**config.mk**
```make
export PLATFORM = sky130hd
export DESIGN_NAME = conv_frame_sequencer
export DESIGN_NICKNAME = d
export VERILOG_FILES = /design/src/rtl/conv_frame_sequencer.sv
export SDC_FILE = /design/constraint.sdc
export NUM_CORES = 1
export LEC_CHECK = 0
export ABC_AREA = 1
export BUFFER_PORTS_ARGS = -buffer_cell sky130_fd_sc_hd__buf_4
export CAP_MARGIN = 5
export CORE_AREA = 5 5 117 119
export CTS_BUF_LIST = sky130_fd_sc_hd__clkbuf_8
export DETAILED_ROUTE_END_ITERATION = 16
export DIE_AREA = 0 0 122 124
export PLACE_DENSITY = 0.44
export RECOVER_POWER = 100
export SETUP_SLACK_MARGIN = 0.5
export SYNTH_ARGS = -nofsm -noshare
export SYNTH_HDL_FRONTEND = slang
export SYNTH_SLANG_ARGS = --single-unit
```
**constraint.sdc**
```tcl
create_clock -name iCLK -period 1.76 [get_ports iCLK]
set_clock_uncertainty 0.15 [all_clocks]
set_input_delay 0.264 -clock iCLK [delete_from_list [all_inputs] [get_ports iCLK]]
set_output_delay 0.264 -clock iCLK [all_outputs]
set_load 0.005 [all_outputs]
```
**src/rtl/conv_frame_sequencer.sv**
```systemverilog
// conv_frame_sequencer: gates pixels into frames, generates coordinates, frame mode, border mask and frame-done for the Sobel datapath.
// Defining SEQ_ABORT_EN adds the iAbort input, which cancels a frame in progress.
module conv_frame_sequencer #(
  parameter int IMG_W    = 640,
  parameter int IMG_H    = 480,
  parameter int CW       = 11,
  parameter int DW       = 12,
  parameter int PIPE_LAT = 1
) (
  input  logic          iCLK,
  input  logic          iRST,
  input  logic          iStart,
  input  logic [1:0]    iMode,
  input  logic          iMode_WE,
  input  logic [DW-1:0] iDATA,
  input  logic          iDVAL,
`ifdef SEQ_ABORT_EN
  input  logic          iAbort,
`endif
  output logic [DW-1:0] oDATA,
  output logic          oDVAL,
  output logic [CW-1:0] oX_Cont,
  output logic [CW-1:0] oY_Cont,
  output logic [1:0]    oMode,
  output logic          oOut_DVAL,
  output logic          oOut_Border,
  output logic          oBusy,
  output logic          oFrame_Done,
  output logic          oOverrun
);
  typedef enum logic [1:0] {IDLE, RUN, DRAIN, DONE} state_t;
  localparam int DCW = (PIPE_LAT > 1) ? $clog2(PIPE_LAT) : 1;
  state_t state_q, state_d;
  logic [CW-1:0] x_q, x_d, y_q, y_d, ox_q, ox_d, oy_q, oy_d;
  logic [DW-1:0] data_q, data_d;
  logic [1:0] shadow_q, shadow_d, mode_q, mode_d;
  logic dval_q, dval_d, ovr_q, ovr_d;
  logic [PIPE_LAT-1:0] dv_pipe_q, dv_pipe_d, bd_pipe_q, bd_pipe_d;
  logic [DCW-1:0] drain_q, drain_d;
  logic last_col, last_row, abort;
  assign last_col = x_q == CW'(IMG_W - 1);
  assign last_row = y_q == CW'(IMG_H - 1);
`ifdef SEQ_ABORT_EN
  assign abort = iAbort && (state_q == RUN || state_q == DRAIN);
`else
  assign abort = 1'b0;
`endif
  always_comb begin
    state_d   = state_q;
    x_d       = x_q;
    y_d       = y_q;
    ox_d      = ox_q;
    oy_d      = oy_q;
    data_d    = data_q;
    dval_d    = 1'b0;
    shadow_d  = iMode_WE ? iMode : shadow_q;
    mode_d    = mode_q;
    ovr_d     = ovr_q;
    drain_d   = drain_q;
    // Border flag is computed on the registered coordinate so it stays aligned with oDVAL.
    dv_pipe_d = PIPE_LAT'({dv_pipe_q, dval_q});
    bd_pipe_d = PIPE_LAT'({bd_pipe_q, dval_q && (ox_q < CW'(2) || oy_q < CW'(2))});
    case (state_q)
      IDLE: if (iStart) begin
        state_d = RUN;
        mode_d  = shadow_d;
        ovr_d   = 1'b0;
      end
      RUN: if (iDVAL) begin
        data_d = iDATA;
        dval_d = 1'b1;
        ox_d   = x_q;
        oy_d   = y_q;
        x_d    = last_col ? '0 : x_q + 1'b1;
        y_d    = last_col ? (last_row ? '0 : y_q + 1'b1) : y_q;
        if (last_col && last_row) begin
          state_d = DRAIN;
          drain_d = '0;
        end
      end
      DRAIN: begin
        ovr_d   = ovr_q | iDVAL;
        state_d = (drain_q == DCW'(PIPE_LAT - 1)) ? DONE : DRAIN;
        drain_d = drain_q + 1'b1;
      end
      DONE: begin
        ovr_d   = ovr_q | iDVAL;
        state_d = IDLE;
      end
    endcase
    if (abort) begin
      state_d   = IDLE;
      x_d       = '0;
      y_d       = '0;
      ox_d      = ox_q;
      oy_d      = oy_q;
      data_d    = data_q;
      dval_d    = 1'b0;
      dv_pipe_d = '0;
      bd_pipe_d = '0;
    end
  end
  always_ff @(posedge iCLK or negedge iRST) begin
    if (!iRST) begin
      state_q   <= IDLE;
      x_q       <= '0;
      y_q       <= '0;
      ox_q      <= '0;
      oy_q      <= '0;
      data_q    <= '0;
      dval_q    <= 1'b0;
      shadow_q  <= '0;
      mode_q    <= '0;
      ovr_q     <= 1'b0;
      drain_q   <= '0;
      dv_pipe_q <= '0;
      bd_pipe_q <= '0;
    end else begin
      state_q   <= state_d;
      x_q       <= x_d;
      y_q       <= y_d;
      ox_q      <= ox_d;
      oy_q      <= oy_d;
      data_q    <= data_d;
      dval_q    <= dval_d;
      shadow_q  <= shadow_d;
      mode_q    <= mode_d;
      ovr_q     <= ovr_d;
      drain_q   <= drain_d;
      dv_pipe_q <= dv_pipe_d;
      bd_pipe_q <= bd_pipe_d;
    end
  end
  assign oDATA       = data_q;
  assign oDVAL       = dval_q;
  assign oX_Cont     = ox_q;
  assign oY_Cont     = oy_q;
  assign oMode       = mode_q;
  assign oOut_DVAL   = dv_pipe_q[PIPE_LAT-1];
  assign oOut_Border = bd_pipe_q[PIPE_LAT-1];
  assign oBusy       = state_q != IDLE;
  assign oFrame_Done = state_q == DONE;
  assign oOverrun    = ovr_q;
endmodule

```
==> impl_results.md, run 1 <==
- Drt drc: 0
- Met2 Use GR: around a fifth
- Top-area cell type share of the netlist area: approximately 55%
- Syn_area_per_cell: 8.62 um2
- Synth area leaders: dfrtp_1, nand2_1, o21ai_0
- Worst-margin pin slew: roughly 0.57 ns
- Placer Congestion: approximately 0.79
- CTS Buf Count: 9
- Syn Nets: around 380
- Area growth, synth to finish: 72.9%
- Clk root buf: clkbuf_8
- TritonCTS clock tree: built
- Netlist cell types: 29
- Startpoint types: flop
- Via density: around 4.2
- Max Root-Sink Buffers: 2
- Avg WL per Cell: approximately 13 um
- Final worst slack: 0.0750 ns
- Share of cells above drive strength 1: between 30% and 40%
- Nets@finish: 541
- H-Tree Level Count: 3
- Port-buffer cells: 60
- Max Fclk: between 500 and 600 MHz
- HP Class: primary input to flop
- Cell breakdown of the critical path: inv_2 -> buf_12 -> ha_4 -> inv_4 -> buf_6
- Number of synthesized flops with an enable pin: 0
- Placed cell area: 0.00387 mm2
- Slew HR: 61.7%
- DPL Wire Length: around 5700 um
- Slew Viols, Final: 0
- Worst endpoint data arrival time: about 1.3 ns
- GRT Total Usage: between 10 and 15%
- Max VDD drop: ~0.00063 V
- Status: complete, no violations
- Vias in the first global route: ~3k
- Pin count of the biggest net entering global routing: 28
- Final Cell Area: 0.00526 mm2
- Via count: slightly below 3k
- Initial Util: between 20% and 30%
- Final setup violation count: 0
- Leak: about 2.4 nW
- Drt initial violations: approximately 130
- RSZ-0062 raised after global routing: true
- Worst-path clk slew: 0.08 ns
- GRT met3 Usage: under 10%
- Antenna cells: 0
- Ys async rst share: 100%
- GR peak layer: met2
- WP data required: 1.35 ns
- Buf+Inv Stages, Crit Path: 4
- Fill cell count: ~1.3k
- Largest fanout on the critical path: 3
- CP top delay family: flip-flops
- Pre-Repair DR Iteration Count: 4
- Worst-Skew Late Latency: 0.36 ns
- Max-Cap Viols: 0
- Die W: between 100 and 150 um
- Critical path endpoint category: output port
- Cells after DPL: a little under 600
- Post-synth top cells: nand2_1, dfrtp_1, inv_1, nor2_1, o21ai_0
- Period minus WS final: approximately 1.7 ns
- Grt ovf: 0
- Num rows: slightly above 40
- Initial antenna violation count: 0
- Final Hold Vio Count: 0
- Highest-delay cell along the critical path: dfrtp_1
- Slowest Stage Delay on Critical Path: ~0.42 ns
- Seq/Total Area, Yosys: a little under three fifths
- Final Non-Filler Cells: roughly 700
- Clk sink count: 67
- DIE HEIGHT: 124 um
- Die ar.: between 0.015 and 0.02 mm2
- Top FF cell, synth: dfrtp_1
- Post-synthesis sequential element count: 67
- Final wirelength: 9150 um
- Synth Warn #: 0
- Mapped Cells: 353
- Power Density: between 1000 and 1500 mW/mm2
- Met1 Usage GRT: between 15 and 20%
- Setup WS pre-CTS: approximately 0.044 ns
- Core area: 0.0125 mm2
- Most frequent cell after synthesis: nand2_1
- Post-DRT Antenna Nets: 0
- Ports: 61
- Crit path kind: flop to output port
- Tcrit/Tclk final: 95.7%
- Global-route wire length before repair: 14800 um
- Area leader, netlist: dfrtp_1
- WHS: between 0.03 and 0.04 ns
- Cell Area, Synth: roughly 0.003 mm2
[registers in the layout, summed over array words and instances, names as in the netlist]
signal and count:
oDATA 12, oX_Cont 11, oY_Cont 11, x_q 11, y_q 11, oMode 2
shadow_q 2, state_q 2, drain_q 1, oDVAL 1, oOut_Border 1, oOut_DVAL 1
oOverrun 1
[cells by family after synthesis]
kind of cell,synth area share (%)
buffers and inverters,5.27
flip-flops,55.1
AO/OA/AOI/OAI,6.21
AND/OR/NAND/NOR,27.6
XOR/XNOR,2.59
multiplexers,0.740
adder cells (fa/ha/maj),2.47
[metrics by stage]
step | power, W | TNS [ns] | utilization (%)
after CTS | 0.00689 | 0 | 40.7
after global routing | 0.00750 | -0.0260 | 42.2
final | 0.00705 | 0 | 42.2
after global placement | 0.00421 | 0 | 31.0
after floorplan | 0.00332 | 0 | -
after detailed placement | 0.00423 | 0 | 31.0
[layout make-up]
type	count	area (um2)	area share, %
clock buffer	9	124	2.36
clock inverter	7	76.3	1.45
inverter	35	151	2.88
multi-input combinational	244	1590	30.2
sequential	67	1680	31.9
tap	172	215	4.09
timing repair buffer	159	1420	27.0
[report_power, final]
| part | total [W] | internal (W) | switching, W |
|---|---|---|---|
| sequential | 0.00233 | 0.00199 | 0.000345 |
| clock | 0.00134 | 0.000663 | 0.000673 |
| combinational | 0.00337 | 0.00189 | 0.00148 |
[layout by cell type, fill, tap and decap left out, types with 2 or more instances in the layout]
| cell | netlist | routed |
|---|---|---|
| buf_2 | 2 | 2 |
| dlygate4sd3_1 | 0 | 15 |
| nand2_4 | 0 | 14 |
| o21ai_2 | 0 | 10 |
| nor3_2 | 2 | 5 |
| buf_6 | 0 | 9 |
| a21oi_1 | 6 | 5 |
| inv_1 | 33 | 28 |
| clkbuf_4 | 0 | 4 |
| nor3_4 | 0 | 2 |
| buf_12 | 0 | 7 |
| inv_6 | 0 | 2 |
| o21ai_0 | 25 | 11 |
| nor2_4 | 3 | 6 |
| dfrtp_2 | 0 | 2 |
| nand2_1 | 121 | 81 |
| nand3_2 | 2 | 4 |
| nand2_2 | 3 | 28 |
| clkinvlp_4 | 0 | 2 |
| nand4_1 | 2 | 2 |
| nand3b_1 | 2 | 2 |
| ha_4 | 0 | 5 |
| clkdlybuf4s25_1 | 0 | 36 |
| buf_4 | 0 | 69 |
| dfrtp_1 | 67 | 65 |
| clkbuf_1 | 5 | 11 |
| nand3_4 | 1 | 2 |
| mux2_1 | 0 | 2 |
| nand3_1 | 14 | 11 |
| xor2_1 | 8 | 8 |
| nor2_2 | 1 | 2 |
| clkbuf_8 | 0 | 9 |
| inv_2 | 2 | 3 |
| inv_4 | 0 | 3 |
| clkbuf_2 | 0 | 3 |
| o21ai_1 | 0 | 4 |
| nor2_1 | 31 | 27 |
| nor3_1 | 8 | 3 |
| buf_8 | 0 | 2 |
[timing repair]
action | CTS | global route
setup endpoints to repair | 106 | 106
hold buffers | 15 | 0
hold endpoints to repair | 81 | 0
gates cloned | 3 | 3
buffers inserted | 46 | 20
gates resized for setup | 118 | 85
pin swaps | 24 | 23
[routing by layer]
layer | vias up | part of all wire, %
met5 | - | 0
met4 | 0 | 1.5
met2 | 67 | 44
met3 | 13 | 4.1
li1 | 1446 | -
met1 | 1370 | 50
[final timing paths]
check / startpoint / slack [ns] / cells after the start / endpoint
min in group asynchronous: iRST / 0.30 / 2 / oDATA[4]$_DFFE_PN0P_
hold / removal: iMode_WE / 0.04 / 2 / shadow_q[1]$_DFF_PN0_
setup / recovery: state_q[1]$_DFFE_PN0P_ / 0.08 / 5 / oBusy
setup reg to reg: state_q[1]$_DFFE_PN0P_ / 0.09 / 10 / x_q[7]$_DFFE_PN0P_
max in group asynchronous: iRST / 0.30 / 3 / x_q[0]$_DFFE_PN0P_
hold reg to reg: oDATA[5]$_DFFE_PN0P_ / 0.34 / 2 / oDATA[5]$_DFFE_PN0P_
Note: power is estimated with default switching activity, not from simulation.
==> inputs of run 2 (changes only) <==
==> constraint.sdc (replaced) <==
create_clock -name iCLK -period 1.76 [get_ports iCLK]
set_clock_uncertainty 0.15 [all_clocks]
set_input_delay 0.088 -clock iCLK [delete_from_list [all_inputs] [get_ports iCLK]]
set_output_delay 0.088 -clock iCLK [all_outputs]
set_load 0.005 [all_outputs]
==> run 2 against run 1 <==
Fmax increased by 1.6%. Sequential share of layout area grew 2.6 points. Critical path type is now flop to flop. Largest cell class unchanged. Count of clock-buffer cells in the layout up 1. Final area fell by 7.5%. Non-clock buffer count down 31.
==> impl_results.md, run 2 (synthesis gave the netlist of run 1 again) <==
- Worst flop-to-flop path startpoint: state_q[1]$_DFFE_PN0P_ (unchanged)
- Die ar.: 0.0151 mm2 (unchanged)
- Setup TNS: 0 ns (unchanged)
- Combinational fraction of design power: 41.3% (was 47.9%)
- Max VDD drop: 0.000507 V (was 0.000627 V)
- Final Hold Vio Count: 0 (unchanged)
- Via count: 2764 (was 2896)
- Reg2reg path depth: 8 (was 10)
- DPL Wire Length: 5760 um (was 5680 um)
- Clk network pwr share: 22.0% (was 19.0%)
- Max reg flops: 12 (unchanged)
- Grt ovf: 0 (unchanged)
- Cell breakdown of the critical path: inv_2 -> ha_4 -> nand2_8 -> inv_12 -> clkbuf_2 -> buf_6 -> nand2_1 -> a21oi_1 (was inv_2 -> buf_12 -> ha_4 -> inv_4 -> buf_6)
- Util after Layout: 39.0% (was 42.2%)
- Clk sink count: 67 (unchanged)
- Port-buffer cells: 60 (unchanged)
- Pin count of the biggest net entering global routing: 32 (was 28)
- Avg WL per Cell: 13.3 um (was 13.2 um)
- Clk root buf: clkbuf_8 (unchanged)
- R2r endpoint: x_q[6]$_DFFE_PN0P_ (was x_q[7]$_DFFE_PN0P_)
- Startpoint types: flop (unchanged)
- Highest-delay cell along the critical path: dfrtp_1 (unchanged)
- DIE HEIGHT: 124 um (unchanged)
- Nets@finish: 510 (was 541)
- Max-Cap Viols: 0 (unchanged)
- Crit path from: state_q[1]$_DFFE_PN0P_ (unchanged)
- Initial antenna violation count: 0 (unchanged)
- Period minus WS final: 1.66 ns (was 1.68 ns)
- Multi-input logic area: 0.00152 mm2 (was 0.00159 mm2)
- Max Fclk: 603 MHz (was 593 MHz)
- Global-route wire length before repair: 14700 um (was 14800 um)
- Via density: 4.18 (about the same)
- Pint: 0.00423 W (was 0.00454 W)
- Antenna cells: 0 (unchanged)
- Status: complete, no violations (unchanged)
- WP data required: 1.87 ns (was 1.35 ns)
- Final wirelength: 8780 um (was 9150 um)
- Area growth, synth to finish: 59.8% (was 72.9%)
- GRT Total Usage: 12.6% (was 12.7%)
- Largest fanout on the critical path: 6 (was 3)
- Num rows: 41 (unchanged)
- Worst-Skew Late Latency: 0.35 ns (was 0.36 ns)
- Max Root-Sink Buffers: 2 (unchanged)
- Drt drc: 0 (unchanged)
- Critical path endpoint category: flop (was output port)
- Initial Util: 24.4% (unchanged)
- Core area: 0.0125 mm2 (unchanged)
- Worst-path clk slew: 0.08 ns (about the same)
- Slowest Stage Delay on Critical Path: 0.40 ns (was 0.42 ns)
- Power Density: 1340 mW/mm2 (about the same)
- Ports: 61 (unchanged)
- R2r setup slk: 0.10 ns (was 0.09 ns)
- Slew Viols, Final: 0 (unchanged)
- RSZ-0062 raised after global routing: true (unchanged)
- Worst-margin pin slew: 0.781 ns (was 0.575 ns)
- Most frequent cells in the layout: nand2_1, dfrtp_1, buf_4, clkbuf_4, inv_1 (was nand2_1, buf_4, dfrtp_1, clkdlybuf4s25_1)
- Final Non-Filler Cells: 661 (was 693)
- Reg area: 0.00168 mm2 (about the same)
- Switching share of power: 34.9% (was 35.5%)
- Tcrit/Tclk final: 94.3% (was 95.7%)
- Die W: 122 um (unchanged)
- Drt initial violations: 138 (was 125)
- Worst endpoint data arrival time: 1.77 ns (was 1.27 ns)
- Pre-Repair DR Iteration Count: 4 (unchanged)
- Leak: 2.37 nW (was 2.45 nW)
- Crit path kind: flop to flop (was flop to output port)
- Sequential power share: 36.8% (was 33.1%)
- H-Tree Level Count: 3 (unchanged)
- Placer Congestion: 0.783 (was 0.792)
- Commonest non-fill, non-tap cell in the layout: nand2_1 (unchanged)
- Fill cell count: 1265 (was 1252)
- Post-DRT Antenna Nets: 0 (unchanged)
- Sw Pwr: 0.00227 W (was 0.00250 W)
- Final setup violation count: 0 (unchanged)
- WHS: 0.0107 ns (was 0.0391 ns)
- Power Total: 0.00650 W (was 0.00705 W)
- TritonCTS clock tree: built (unchanged)
- CTS Buf Count: 9 (unchanged)
- Vias in the first global route: 2855 (was 2915)
- Slew HR: 47.9% (was 61.7%)
- Share of cells above drive strength 1: 38.7% (was 39.3%)
- HP Class: primary input to asynchronous set/reset pin (was primary input to flop)
- Cells after DPL: 590 (unchanged)
## run 2: cell count changes in the layout (fill, tap and decap cells not counted), sizes merged, moves of 2 or more
cell / change
buf: -31
clkbuf: +35
clkdlybuf4s25: -36
clkinv: -2
dlygate4sd3: +2
## run 2: layer usage
layer	vias to the layer above	GRT usage (%)	routed length, um
met2	65	18.1	3800
met5	-	0	0
met3	10	2.54	386
met1	1313	18.4	4460
met4	0	5.32	131
li1	1376	-	-
## run 2: worst max-delay path, delay by kind of cell, from the launching register on
kind | cells | cell delay, ns
buf+inv | 4 | 0.53
flops | 1 | 0.40
fa+ha+maj | 1 | 0.16
compound gates | 1 | 0.16
simple gates | 2 | 0.14
## run 2: layout make-up
type / instances / share of cell area [%]
sequential: 67 / 34.5
clock inverter: 5 / 1.62
multi-input combinational: 244 / 31.2
tap: 172 / 4.43
clock buffer: 10 / 2.83
inverter: 35 / 3.01
timing repair buffer: 128 / 22.4
## run 2: worst max path at each step
stage                                   endpoint  slack [ns]  cells after the start
after floorplan               y_q[7]$_DFFE_PN0P_        0.19                      6
after detailed placement  state_q[1]$_DFFE_PN0P_        0.04                      8
after CTS                    x_q[10]$_DFFE_PN0P_        0.13                      7
final                         x_q[6]$_DFFE_PN0P_        0.10                      8
after global placement    state_q[0]$_DFFE_PN0P_        0.07                      8
after global routing          x_q[7]$_DFFE_PN0P_        0.02                     10
## run 2: power by group through the flow
stage | sequential [W] | combinational, W | clock [W]
2_1_floorplan | 0.00233 | 0.000988 | 0
3_3_place_gp | 0.00236 | 0.00184 | 0
3_5_place_dp | 0.00237 | 0.00187 | 0
4_1_cts | 0.00238 | 0.00263 | 0.00148
5_1_grt | 0.00245 | 0.00300 | 0.00156
6_report | 0.00239 | 0.00268 | 0.00143
## run 2: repair_timing
item / CTS / global route
setup endpoints to repair: 66 / 66
cloned: 4 / 0
pin swaps: 23 / 26
buffers inserted: 24 / 11
resized for setup: 70 / 53
hold buffers: 17 / 0
endpoints found under the hold margin: 86 / 0
## run 2: per-stage QoR
step	cell area [um2]	worst slack [ns]
floorplan	3160	0.195
global placement	3860	0.0743
detailed placement	3860	0.0411
CTS	4780	0.133
global route	4860	0.0234
finish	4860	0.101
==> inputs of run 3 (changes only) <==
--- a/config.mk
+++ b/config.mk
@@ -7,14 +7,14 @@
 export LEC_CHECK = 0
 export ABC_AREA = 1
 export BUFFER_PORTS_ARGS = -buffer_cell sky130_fd_sc_hd__buf_4
-export CAP_MARGIN = 5
+export CAP_MARGIN = 20
 export CORE_AREA = 5 5 117 119
 export CTS_BUF_LIST = sky130_fd_sc_hd__clkbuf_8
 export DETAILED_ROUTE_END_ITERATION = 16
 export DIE_AREA = 0 0 122 124
 export PLACE_DENSITY = 0.44
 export RECOVER_POWER = 100
-export SETUP_SLACK_MARGIN = 0.5
+export SETUP_SLACK_MARGIN = 0.15
 export SYNTH_ARGS = -nofsm -noshare
 export SYNTH_HDL_FRONTEND = slang
 export SYNTH_SLANG_ARGS = --single-unit
==> run 3 against run 2 <==
Flip-flop and latch count is the same. Worst hold slack better by 0.049 ns. Critical endpoint unchanged. Power is 14% lower. Core utilization shrank 4.4 points. Clock power is essentially flat. Final area decreased by 11%. Combinational power is 30% lower. Routed wire length fell by 12%. Sequential share of layout area is 4.4 points higher. Global-route usage shrank 1.5 points. First-iteration DRC count fell by 30%. Highest routed layer unchanged. Largest cell class unchanged. Fmax fell by 0.58%.
==> impl_results.md, run 3 (synthesis gave the netlist of run 1 again) <==
- Nets@finish: 482 (was 510)
- Final setup violation count: 0 (unchanged)
- RSZ-0062 raised after global routing: true (unchanged)
- DPL Wire Length: 5550 um (was 5760 um)
- CP top delay family: flip-flops (was buffers and inverters)
- Max reg flops: 12 (unchanged)
- Share of cells above drive strength 1: 27.1% (was 38.7%)
- Final Hold Vio Count: 0 (unchanged)
- TritonCTS clock tree: built (unchanged)
- Die W: 122 um (unchanged)
- Period minus WS final: 1.67 ns (was 1.66 ns)
- Pin count of the biggest net entering global routing: 30 (was 32)
- Area growth, synth to finish: 41.9% (was 59.8%)
- Clk sink count: 67 (unchanged)
- Max Root-Sink Buffers: 2 (unchanged)
- Worst-margin pin slew: 0.801 ns (was 0.781 ns)
- Drt drc: 0 (unchanged)
- WP data required: 1.83 ns (was 1.87 ns)
- Placed cell area: 0.00378 mm2 (was 0.00386 mm2)
- CTS Buf Count: 9 (unchanged)
- Post-DRT Antenna Nets: 0 (unchanged)
- Cell breakdown of the critical path: ha_4 -> nand3_4 -> clkbuf_4 -> buf_4 -> buf_4 -> o31ai_1 -> a21oi_1 (was inv_2 -> ha_4 -> nand2_8 -> inv_12 -> clkbuf_2 -> buf_6 -> nand2_1 -> a21oi_1)
- Grt ovf: 0 (unchanged)
- Power Total: 0.00560 W (was 0.00650 W)
- Startpoint types: flop (unchanged)
- Final Non-Filler Cells: 634 (was 661)
- Status: complete, no violations (unchanged)
- Largest fanout on the critical path: 3 (was 6)
- Most frequent cells in the layout: nand2_1, dfrtp_1, clkbuf_4, buf_4, inv_1 (was nand2_1, dfrtp_1, buf_4, clkbuf_4, inv_1)
- Leak: 2.11 nW (was 2.37 nW)
- Power Density: 1300 mW/mm2 (was 1340 mW/mm2)
- Worst-Skew Late Latency: 0.34 ns (was 0.35 ns)
- Worst endpoint data arrival time: 1.73 ns (was 1.77 ns)
- Antenna cells: 0 (unchanged)
- Port-buffer cells: 60 (unchanged)
- GRT Total Usage: 11.1% (was 12.6%)
- Placer Congestion: 0.820 (was 0.783)
- Crit path kind: flop to flop (unchanged)
- HP Class: primary input to flop (was primary input to asynchronous set/reset pin)
- Via density: 4.07 (was 4.18)
- Die ar.: 0.0151 mm2 (unchanged)
- Max-Cap Viols: 0 (unchanged)
- Commonest non-fill, non-tap cell in the layout: nand2_1 (unchanged)
- Critical path endpoint category: flop (unchanged)
- Pre-Repair DR Iteration Count: 4 (unchanged)
- Tcrit/Tclk final: 94.8% (was 94.3%)
- Util after Layout: 34.6% (was 39.0%)
- Via count: 2583 (was 2764)
- Initial antenna violation count: 0 (unchanged)
- Num rows: 41 (unchanged)
- Core area: 0.0125 mm2 (unchanged)
- Clk root buf: clkbuf_8 (unchanged)
- Worst-path clk slew: 0.08 ns (about the same)
- Cell repeated most along the worst path: buf_4
- Avg WL per Cell: 12.2 um (was 13.3 um)
- Slew HR: 46.6% (was 47.9%)
- Final Cell Area: 0.00432 mm2 (was 0.00486 mm2)
- Highest-delay cell along the critical path: dfrtp_1 (unchanged)
- Fill cell count: 1310 (was 1265)
- H-Tree Level Count: 3 (unchanged)
- Setup TNS: 0 ns (unchanged)
- Slowest Stage Delay on Critical Path: 0.40 ns (about the same)
- Max Fclk: 599 MHz (was 603 MHz)
- Slew Viols, Final: 0 (unchanged)
- Ports: 61 (unchanged)
- Global-route wire length before repair: 13400 um (was 14700 um)
- Drt initial violations: 96 (was 138)
- Cells after DPL: 588 (was 590)
- Initial Util: 24.4% (unchanged)
- Buf+Inv Stages, Crit Path: 3 (was 4)
- DIE HEIGHT: 124 um (unchanged)
- Max VDD drop: 0.000360 V (was 0.000507 V)
- Final wirelength: 7730 um (was 8780 um)
- Vias in the first global route: 2650 (was 2855)
[run 3: cell types whose count changed in the layout (fill, tap and decap cells not counted), sizes merged]
cell / before / now
buf: 58 / 36
clkbuf: 63 / 56
clkinv: 0 / 2
clkinvlp: 2 / 3
inv: 36 / 35
[run 3: area by class of cell]
class,instances,area [um2],share of cell area (%)
clock inverter,7,92.6,2.14
inverter,35,134,3.10
tap,172,215,4.99
multi-input combinational,244,1310,30.3
clock buffer,9,124,2.87
sequential,67,1680,38.9
timing repair buffer,100,764,17.7
[run 3: per-stage QoR]
step | hold slack [ns] | worst slack, ns
finish | 0.0595 | 0.0912
global route | 0.0706 | -0.00333
CTS | 0.0267 | 0.0944
detailed placement | -0.0898 | 0.0618
global placement | -0.0855 | 0.0826
floorplan | -0.358 | 0.154
[run 3: path summary, 6_finish.rpt]
kind	from	endpoint	slack [ns]	cells past startpoint
hold / removal	iDVAL	x_q[4]$_DFFE_PN0P_	0.06	4
max in group asynchronous	iRST	x_q[7]$_DFFE_PN0P_	0.31	3
setup reg to reg	x_q[0]$_DFFE_PN0P_	x_q[6]$_DFFE_PN0P_	0.09	7
min in group asynchronous	iRST	oY_Cont[6]$_DFFE_PN0P_	0.21	2
setup / recovery	x_q[0]$_DFFE_PN0P_	x_q[6]$_DFFE_PN0P_	0.09	7
hold reg to reg	oDVAL$_DFF_PN0_	oOut_DVAL$_DFF_PN0_	0.26	0
[run 3: repair_timing]
item	CTS	global route
setup endpoints to repair	18	24
resized for setup	8	24
buffers inserted	5	8
cloned	0	0
endpoints found under the hold margin	86	3
hold buffers	18	1
pin swaps	5	11
[run 3: per-layer routing]
layer  share of wire (%)  GRT usage, %
met5                   0             0
met2                  44          16.6
met1                  50          15.6
met4                 1.4          4.27
met3                 5.2          2.59
[run 3: worst reg2reg max path, stage by stage (launching register included)]
cell      delay (ns)
dfrtp_1         0.40
ha_4            0.17
nand3_4         0.09
clkbuf_4        0.16
buf_4           0.12
buf_4           0.12
o31ai_1         0.26
a21oi_1         0.07
[run 3: power by group]
part	total [W]	switching [W]	internal [W]	leakage, nW
Clock	0.00140	0.000608	0.000792	0.101
Combinational	0.00187	0.000965	0.000904	1.19
Sequential	0.00233	0.000343	0.00199	0.823
Total	0.00560	0.00192	0.00368	2.11
